$ cat config.mk
export PLATFORM = sky130hd
export DESIGN_NAME = count_monitor
export DESIGN_NICKNAME = d
export VERILOG_FILES = /design/src/rtl/count_pkg.sv /design/src/rtl/sat_counter.sv /design/src/rtl/count_monitor.sv
export SDC_FILE = /design/constraint.sdc
export NUM_CORES = 1
export LEC_CHECK = 0
export ABC_AREA = 1
export CORE_ASPECT_RATIO = 1.2
export CORE_MARGIN = 3
export CORE_UTILIZATION = 45
export DETAILED_ROUTE_END_ITERATION = 7
export GPL_TIMING_DRIVEN = 0
export PLACE_DENSITY = 0.77
export SETUP_SLACK_MARGIN = 0.02
export SLEW_MARGIN = 20
export SYNTH_ARGS = -nofsm -noshare
export SYNTH_HDL_FRONTEND = slang
export SYNTH_SLANG_ARGS = --single-unit
$ cat constraint.sdc
create_clock -name clk -period 2.3 [get_ports clk]
set_clock_uncertainty 0.1 [all_clocks]
set_input_delay 0.345 -clock clk [delete_from_list [all_inputs] [get_ports clk]]
set_output_delay 0.345 -clock clk [all_outputs]
set_load 0.02 [all_outputs]
$ cat src/rtl/count_pkg.sv
// Shared state encoding and counter widths for the counter-bus monitor.
package count_pkg;
  typedef enum logic [1:0] {IDLE, SYNC, LOCKED, FAULT} mon_state_t;

  localparam int WRAP_CNT_W = 16;
  localparam int ERR_CNT_W  = 8;
endpackage

$ cat src/rtl/sat_counter.sv
// Event counter that holds at all-ones instead of rolling over.
module sat_counter #(
  parameter int W = 8
) (
  input  logic         clk,
  input  logic         clr,
  input  logic         en,
  output logic [W-1:0] count
);

  logic [W-1:0] r_count;

  always_ff @(posedge clk) begin
    if (clr) begin
      r_count <= '0;
    end else if (en && (r_count != {W{1'b1}})) begin
      r_count <= r_count + W'(1);
    end
  end

  assign count = r_count;

endmodule

$ cat src/rtl/count_monitor.sv
// Tracks a free-running counter bus, flags wraps and sequence breaks, and
// latches a fault after ERR_LIMIT back-to-back mismatches.
module count_monitor
  import count_pkg::*;
#(
  parameter int WIDTH     = 4,
  parameter int STEP      = 1,
  parameter int ERR_LIMIT = 3
) (
  input  logic                  clk,
  input  logic                  rst,
  input  logic [WIDTH-1:0]      val,
  input  logic                  val_valid,
  input  logic                  clr,
  output logic                  locked,
  output logic                  fault,
  output logic                  wrap_pulse,
  output logic                  err_pulse,
  output logic [WRAP_CNT_W-1:0] wrap_count,
  output logic [ERR_CNT_W-1:0]  err_count
);

  localparam logic [WIDTH:0] STEP_X    = (WIDTH+1)'(STEP);
  localparam logic [3:0]     LIMIT_M1  = 4'(ERR_LIMIT - 1);

  mon_state_t       r_state;
  mon_state_t       w_state_nxt;
  logic [WIDTH-1:0] r_prev;
  logic [WIDTH-1:0] w_prev_nxt;
  logic [3:0]       r_consec;
  logic [3:0]       w_consec_nxt;
  logic             r_wrap_pulse;
  logic             r_err_pulse;
  logic             w_wrap_nxt;
  logic             w_err_nxt;
  logic [WIDTH:0]   w_sum;
  logic             w_match;
  logic             w_clear;

  // The extra sum bit is the wrap indicator for the expected value.
  assign w_sum   = {1'b0, r_prev} + STEP_X;
  assign w_match = (val == w_sum[WIDTH-1:0]);
  assign w_clear = rst | clr;

  always_comb begin
    w_state_nxt  = r_state;
    w_prev_nxt   = r_prev;
    w_consec_nxt = r_consec;
    w_wrap_nxt   = 1'b0;
    w_err_nxt    = 1'b0;
    if (val_valid) begin
      case (r_state)
        IDLE: begin
          w_prev_nxt  = val;
          w_state_nxt = SYNC;
        end
        SYNC: begin
          w_prev_nxt = val;
          if (w_match) w_state_nxt = LOCKED;
        end
        LOCKED: begin
          w_prev_nxt = val;
          if (w_match) begin
            w_consec_nxt = '0;
            w_wrap_nxt   = w_sum[WIDTH];
          end else begin
            w_err_nxt    = 1'b1;
            w_consec_nxt = r_consec + 4'd1;
            if (r_consec >= LIMIT_M1) w_state_nxt = FAULT;
          end
        end
        FAULT: begin
          w_state_nxt = FAULT;
        end
        default: w_state_nxt = IDLE;
      endcase
    end
  end

  always_ff @(posedge clk) begin
    if (w_clear) begin
      r_state      <= IDLE;
      r_prev       <= '0;
      r_consec     <= '0;
      r_wrap_pulse <= 1'b0;
      r_err_pulse  <= 1'b0;
    end else begin
      r_state      <= w_state_nxt;
      r_prev       <= w_prev_nxt;
      r_consec     <= w_consec_nxt;
      r_wrap_pulse <= w_wrap_nxt;
      r_err_pulse  <= w_err_nxt;
    end
  end

  sat_counter #(.W(WRAP_CNT_W)) u_wrap_cnt (
    .clk   (clk),
    .clr   (w_clear),
    .en    (w_wrap_nxt),
    .count (wrap_count)
  );

  sat_counter #(.W(ERR_CNT_W)) u_err_cnt (
    .clk   (clk),
    .clr   (w_clear),
    .en    (w_err_nxt),
    .count (err_count)
  );

  assign locked     = (r_state == LOCKED);
  assign fault      = (r_state == FAULT);
  assign wrap_pulse = r_wrap_pulse;
  assign err_pulse  = r_err_pulse;

endmodule

# Word level (Yosys, flattened, before mapping)
# Cells that the tools add are included.
classes:
  magnitude_cmp: 1
  eq_ne: 9
  n_shift: 0
  mul: 0
  bitwise: 1
  n_reduce_logical: 7
  n_div: 0
  addsub: 4
  n_mux: 11
ops:
  columns: ["op", "count"]
  rows:
  - ["adder 16 x 1 -> 16 bit (second input constant)", 1]
  - ["!= test 16 bit (second input constant)", 1]
  - ["adder 8 x 1 -> 8 bit (second input constant)", 1]
  - ["!= test 8 bit (second input constant)", 1]
  - ["one-hot mux 2 bit (4 select lines)", 1]
  - ["2-to-1 mux 1 bit", 6]
  - ["2-to-1 mux 2 bit", 3]
  - ["adder 4 x 1 -> 5 bit (second input constant)", 1]
  - ["adder 4 x 1 -> 4 bit (second input constant)", 1]
  - ["== test 2 bit (second input constant)", 2]
  - ["== test 4 bit", 1]
  - [">= comparator 4 x 2 -> 1 bit (second input constant)", 1]
  - ["2-to-1 mux 4 bit", 1]
  - ["!= test 2 bit (second input constant)", 2]
  - ["AND reduction 2 bit", 2]
  - ["AND reduction 4 bit", 1]
  - ["OR reduction 3 bit", 1]
  - ["== test 2 x 1 -> 1 bit (second input constant)", 1]
  - ["logical AND 1 bit", 2]
  - ["logical NOT 2 bit", 1]
  - ["!= test 2 x 1 -> 1 bit (second input constant)", 1]
  - ["bitwise OR 1 bit", 1]
word_totals:
  romBits: 0
  input_bits: 8
  ramBits: 0
  reg_bits: 36
  n_memories: 0
  latchBits: 0

# Logic depth before layout (Yosys ltp)
logic_depth:
  depth_word: 6
  mapped_depth: 13

# Cells and area by module
# Synthesis repeated with hierarchy kept, for this count alone.
unflattened:
  cells_unflattened: 325
  hier_area_um2: 2084.5
modules_own_cells:
  columns: ["mod", "area_each_um2", "cells_each", "seq_area_each_um2", "n_inst"]
  rows:
  - ["sat_counter at u_wrap_cnt", 929.6, 149, 320.3, 1]
  - ["count_monitor", 670.6, 99, 240.2, 1]
  - ["sat_counter at u_err_cnt", 484.2, 77, 160.2, 1]

# Least setup slack after synthesis
# No wires, ideal clock.
synth_path:
  path_type: "register to register"
  from: "register u_wrap_cnt.r_count[0] (netlist: u_wrap_cnt.count[0])"
  to: "register u_wrap_cnt.r_count[1] (netlist: u_wrap_cnt.count[1])"
  required_time_ns: 2.082
  period_less_slack_ns: 1.804
  path_slack_ns: 0.496
  arrival_ns: 1.586
  path_stages_with_launch: 12
  path_cell_list: "dfxtp_1 ha_1 nand2_1 inv_1 nand2_1 nor2_2 nand3_2 inv_2 nor2_8 buf_6 o21ai_1 nor2_1"
synth_between:
  elab_chain_len: 2
synth_lines:
  columns: ["item", "line", "rtl"]
  rows:
  - ["start: declaration", "sat_counter.sv:11", "logic [W-1:0] r_count;"]
  - ["start signal: assignment", "sat_counter.sv:17", "r_count <= r_count + W'(1);"]
  - ["branches (longest 2 deep; another with adder 16 x 1 -> 16 bit)", null, null]
# Several ways; the timed one is not identified.
# A chain may end at the register's enable or synchronous reset.

# Worst setup path in the final report
layout_path:
  from: "register r_prev[0]"
  to: "register u_wrap_cnt.r_count[5] (netlist: u_wrap_cnt.count[5])"
layout_between:
  elab_chain_len: 6
layout_lines:
  columns: ["item", "line", "rtl"]
  rows:
  - ["start: declaration", "count_monitor.sv:28", "logic [WIDTH-1:0] r_prev;"]
  - ["start signal: assignment", "count_monitor.sv:89", "r_prev <= w_prev_nxt;"]
  - ["adder 4 x 1 -> 5 bit *", "count_monitor.sv:41", "assign w_sum = {1'b0, r_prev} + STEP_X;"]
  - ["== test 4 bit", "count_monitor.sv:42", "assign w_match = (val == w_sum[WIDTH-1:0]);"]
  - ["2-to-1 mux 1 bit *", "count_monitor.sv:63", "if (w_match) begin"]
  - ["2-to-1 mux 1 bit *", "count_monitor.sv:52", "case (r_state)"]
  - ["2-to-1 mux 1 bit *", "count_monitor.sv:51", "if (val_valid) begin"]
  - ["logical AND 1 bit *", "sat_counter.sv:16", "end else if (en && (r_count != {W{1'b1}})) begin"]
# Every way passes the cells marked *; elsewhere a longest branch is shown, timed or not.

==> results.md <==
- Register area share after synthesis: 36.0%
- Post-synthesis cell count: 299
- Slowest stage delay, CP: 0.34 ns
- Register area: 721 sq um
- Antenna violations before repair: 0
- Flops & latches, synth: 36
- Clk slew on worst S/H paths: 0.07 ns
- Syn Nets: 312
- Final setup violation count: 0
- Worst Path Required: 2.38 ns
- Longest Clk Path Bufs: 2
- Leakage power: 1.07 nW
- FMAX: 490 MHz
- Ys flop type: dfxtp_1
- Syn Area/Cell: 6.69 sq um
- Asr flop ratio synth: 0%
- Clock Latency Late Sink: 0.29 ns
- Vias per Instance: 4.91
- WL/cell: 10.9 um
- Slowest stage cell, crit path: dfxtp_1
- Min Clock Period, post-route: 2.04 ns
- Layout cells sized above 1: 6.14%
- Final GP Congestion: 0.834
- GRT Util Overall: 18.4%
- Worst VDD drop: 0.352 mV
- Worst-path cell chain: ha_1 > inv_1 > nand2_1 > nand2_1 > nor2_2 > nand3_1 > nor2_4 > nand4_1 > o21ai_0 > nor2_1
- Final hold violation count: 0
- IO Pins: 36
- CTS tree: built
- Hpwl dp: 3230 um
- Post-DRT Antenna Nets: 0
- DRC viols: 0
- First-pass GRT wire length: 7600 um
- First-pass DRT Iterations: 4
- Post_cts resized: 0
- Largest net degree at the start of global routing: 11
- CP Class: register to register
- Part of the power in registers: 54.6%
- Commonest cells after routing, fill and taps aside: nand2_1, inv_1, nor2_1, dfxtp_1, clkdlybuf4s50_1
- GR Overflow Total: 0
- Buffers inserted by post-CTS timing repair: 0
- Die W: 66.9 um
- Core area: 4100 sq um
- Yosys cell types: 30
- Max-slew violations: 0
- Post-Route WL: 4320 um
- CP max FO: 8
- CP arrival: 2.12 ns
- Die area: 5280 sq um
- CP Launch Type: register
- Worst Reg-to-Reg Cells: 10
- Port Buffer Count: 35
- Vias in the first global route: 1863
- Initial Utilization: 48.8%
- Net Sw Power: 0.260 mW
- DR vias: 1943
- Clock network power share: 39.6%
- TritonCTS sink count: 36
- Combinational power share: 5.7%
- Switching share of total power: 22.5%
- # rows: 25
- Cell area after synthesis: 2000 sq um
- Worst-Margin Slew: 0.550 ns
- Clock Root Buffer: clkbuf_8
- Number of synthesized flops with an enable pin: 0
- Die Height: 79.0 um
- Outcome: completed
- Most used cell, CP: nand2_1
- CP Capture Type: register
- Nets@finish: 354
- Hold buffers post-CTS: 0
- Drt first-iter violations: 155
- TritonCTS Buffers: 5
- Synthesis Warnings: 0
- Setup TNS Final: 0 ns
- Power Dens Cells: 461 nW/um^2
- Worst rel slew slack: 63.2%
- Post-layout util: 61.2%
- Final Cycle Share: 88.8%
- Hold depth: 2
- Filler cell count: 392
- Pint: 0.896 mW
- Commonest non-fill, non-tap cell in the layout: nand2_1
- H-tree depth: 2
- Layout area overhead: 25.4%
- RSZ-0062 raised after global routing: no
- HP Class: register to register
- Area occupied by multi-input gates: 1060 sq um
- Max Cap Viol: 0
- Number of diodes: 0
[cells by family (layout without fill, tap and decap cells)]
logic type | after synthesis | count (layout) | share of synthesized area [%]
buffers and inverters | 55 | 98 | 10.7
AOI/OAI and AO/OA | 32 | 32 | 8.70
DFF | 36 | 36 | 36.0
xor gates and xnor gates | 6 | 6 | 2.63
and+or+nand+nor | 165 | 165 | 38.8
adders and majority gates | 5 | 5 | 3.13
[final timing paths]
path,start,end,slack (ns)
max,r_prev[0],u_wrap_cnt.count[5],0.26
min,r_prev[1],r_prev[1],0.37
max reg2reg,r_prev[0],u_wrap_cnt.count[5],0.26
min reg2reg,r_prev[1],r_prev[1],0.37
[stage by stage]
| stage | setup slack, ns | hold slack (ns) | cell area (sq um) | std cells | total power, mW |
|---|---|---|---|---|---|
| after detailed placement | 0.0139 | 0.360 | 2420 | 388 | 0.712 |
| after global placement | 0.0623 | 0.359 | 2420 | 388 | 0.710 |
| after CTS | 0.247 | 0.371 | 2510 | 396 | 1.18 |
| after global routing | 0.0813 | 0.388 | 2510 | 396 | 1.22 |
| final | 0.258 | 0.371 | 2510 | 396 | 1.16 |
| after floorplan | 0.496 | 0.341 | 2000 | 299 | 0.685 |
[area by class of cell]
| class | instances | share of cell area [%] |
|---|---|---|
| clock buffers | 8 | 3.59 |
| well taps | 54 | 2.69 |
| inverters | 51 | 7.63 |
| repair buffers | 35 | 14.0 |
| plain buffers | 4 | 0.898 |
| multi-input cells | 208 | 42.5 |
| flip-flops and latches | 36 | 28.7 |
[per-layer routing]
metal	global-route usage [%]	up-vias	share of wire, %
li1	-	1031	-
met1	21.8	866	46
met2	30.8	39	48
met3	4.67	7	4.0
met4	8.32	0	1.9
met5	0	-	0
[synth_stat cells, types with 2 or more instances]
cell	number	area share, %
nor2_2	2	0.63
a31oi_1	2	0.63
inv_1	49	9.2
clkbuf_1	3	0.56
inv_2	2	0.38
nand3_1	27	6.8
nor2_4	4	2.3
o21ai_0	10	2.5
xor2_1	5	2.2
dfxtp_1	36	36
nor3_1	5	1.3
ha_1	5	3.1
nand3b_1	3	1.1
a21oi_1	15	3.8
nand4_1	7	2.2
nor2_1	38	7.1
nand2_1	73	14
[registers in the layout (all words and copies together), names as in the netlist]
name              cells
r_state               2
r_prev                4
r_consec              4
u_wrap_cnt.count     16
wrap_pulse            1
u_err_cnt.count       8
err_pulse             1
[power by group through the flow]
stage               combinational, mW  sequential (mW)  clock (mW)
global route                   0.0748            0.631       0.509
global placement               0.0651            0.645           0
floorplan                      0.0405            0.645           0
detailed placement             0.0668            0.645           0
CTS                            0.0669            0.631       0.478
finish                         0.0663            0.631       0.458
[worst max-delay path, delay by kind of cell, from the launching register on]
| kind | cells | cell delay (ns) |
|---|---|---|
| flops | 1 | 0.34 |
| compound gates | 1 | 0.23 |
| simple gates | 7 | 0.95 |
| fa+ha+maj | 1 | 0.30 |
| buf+inv | 1 | 0.04 |
Note: power is estimated with default switching activity, not from simulation.
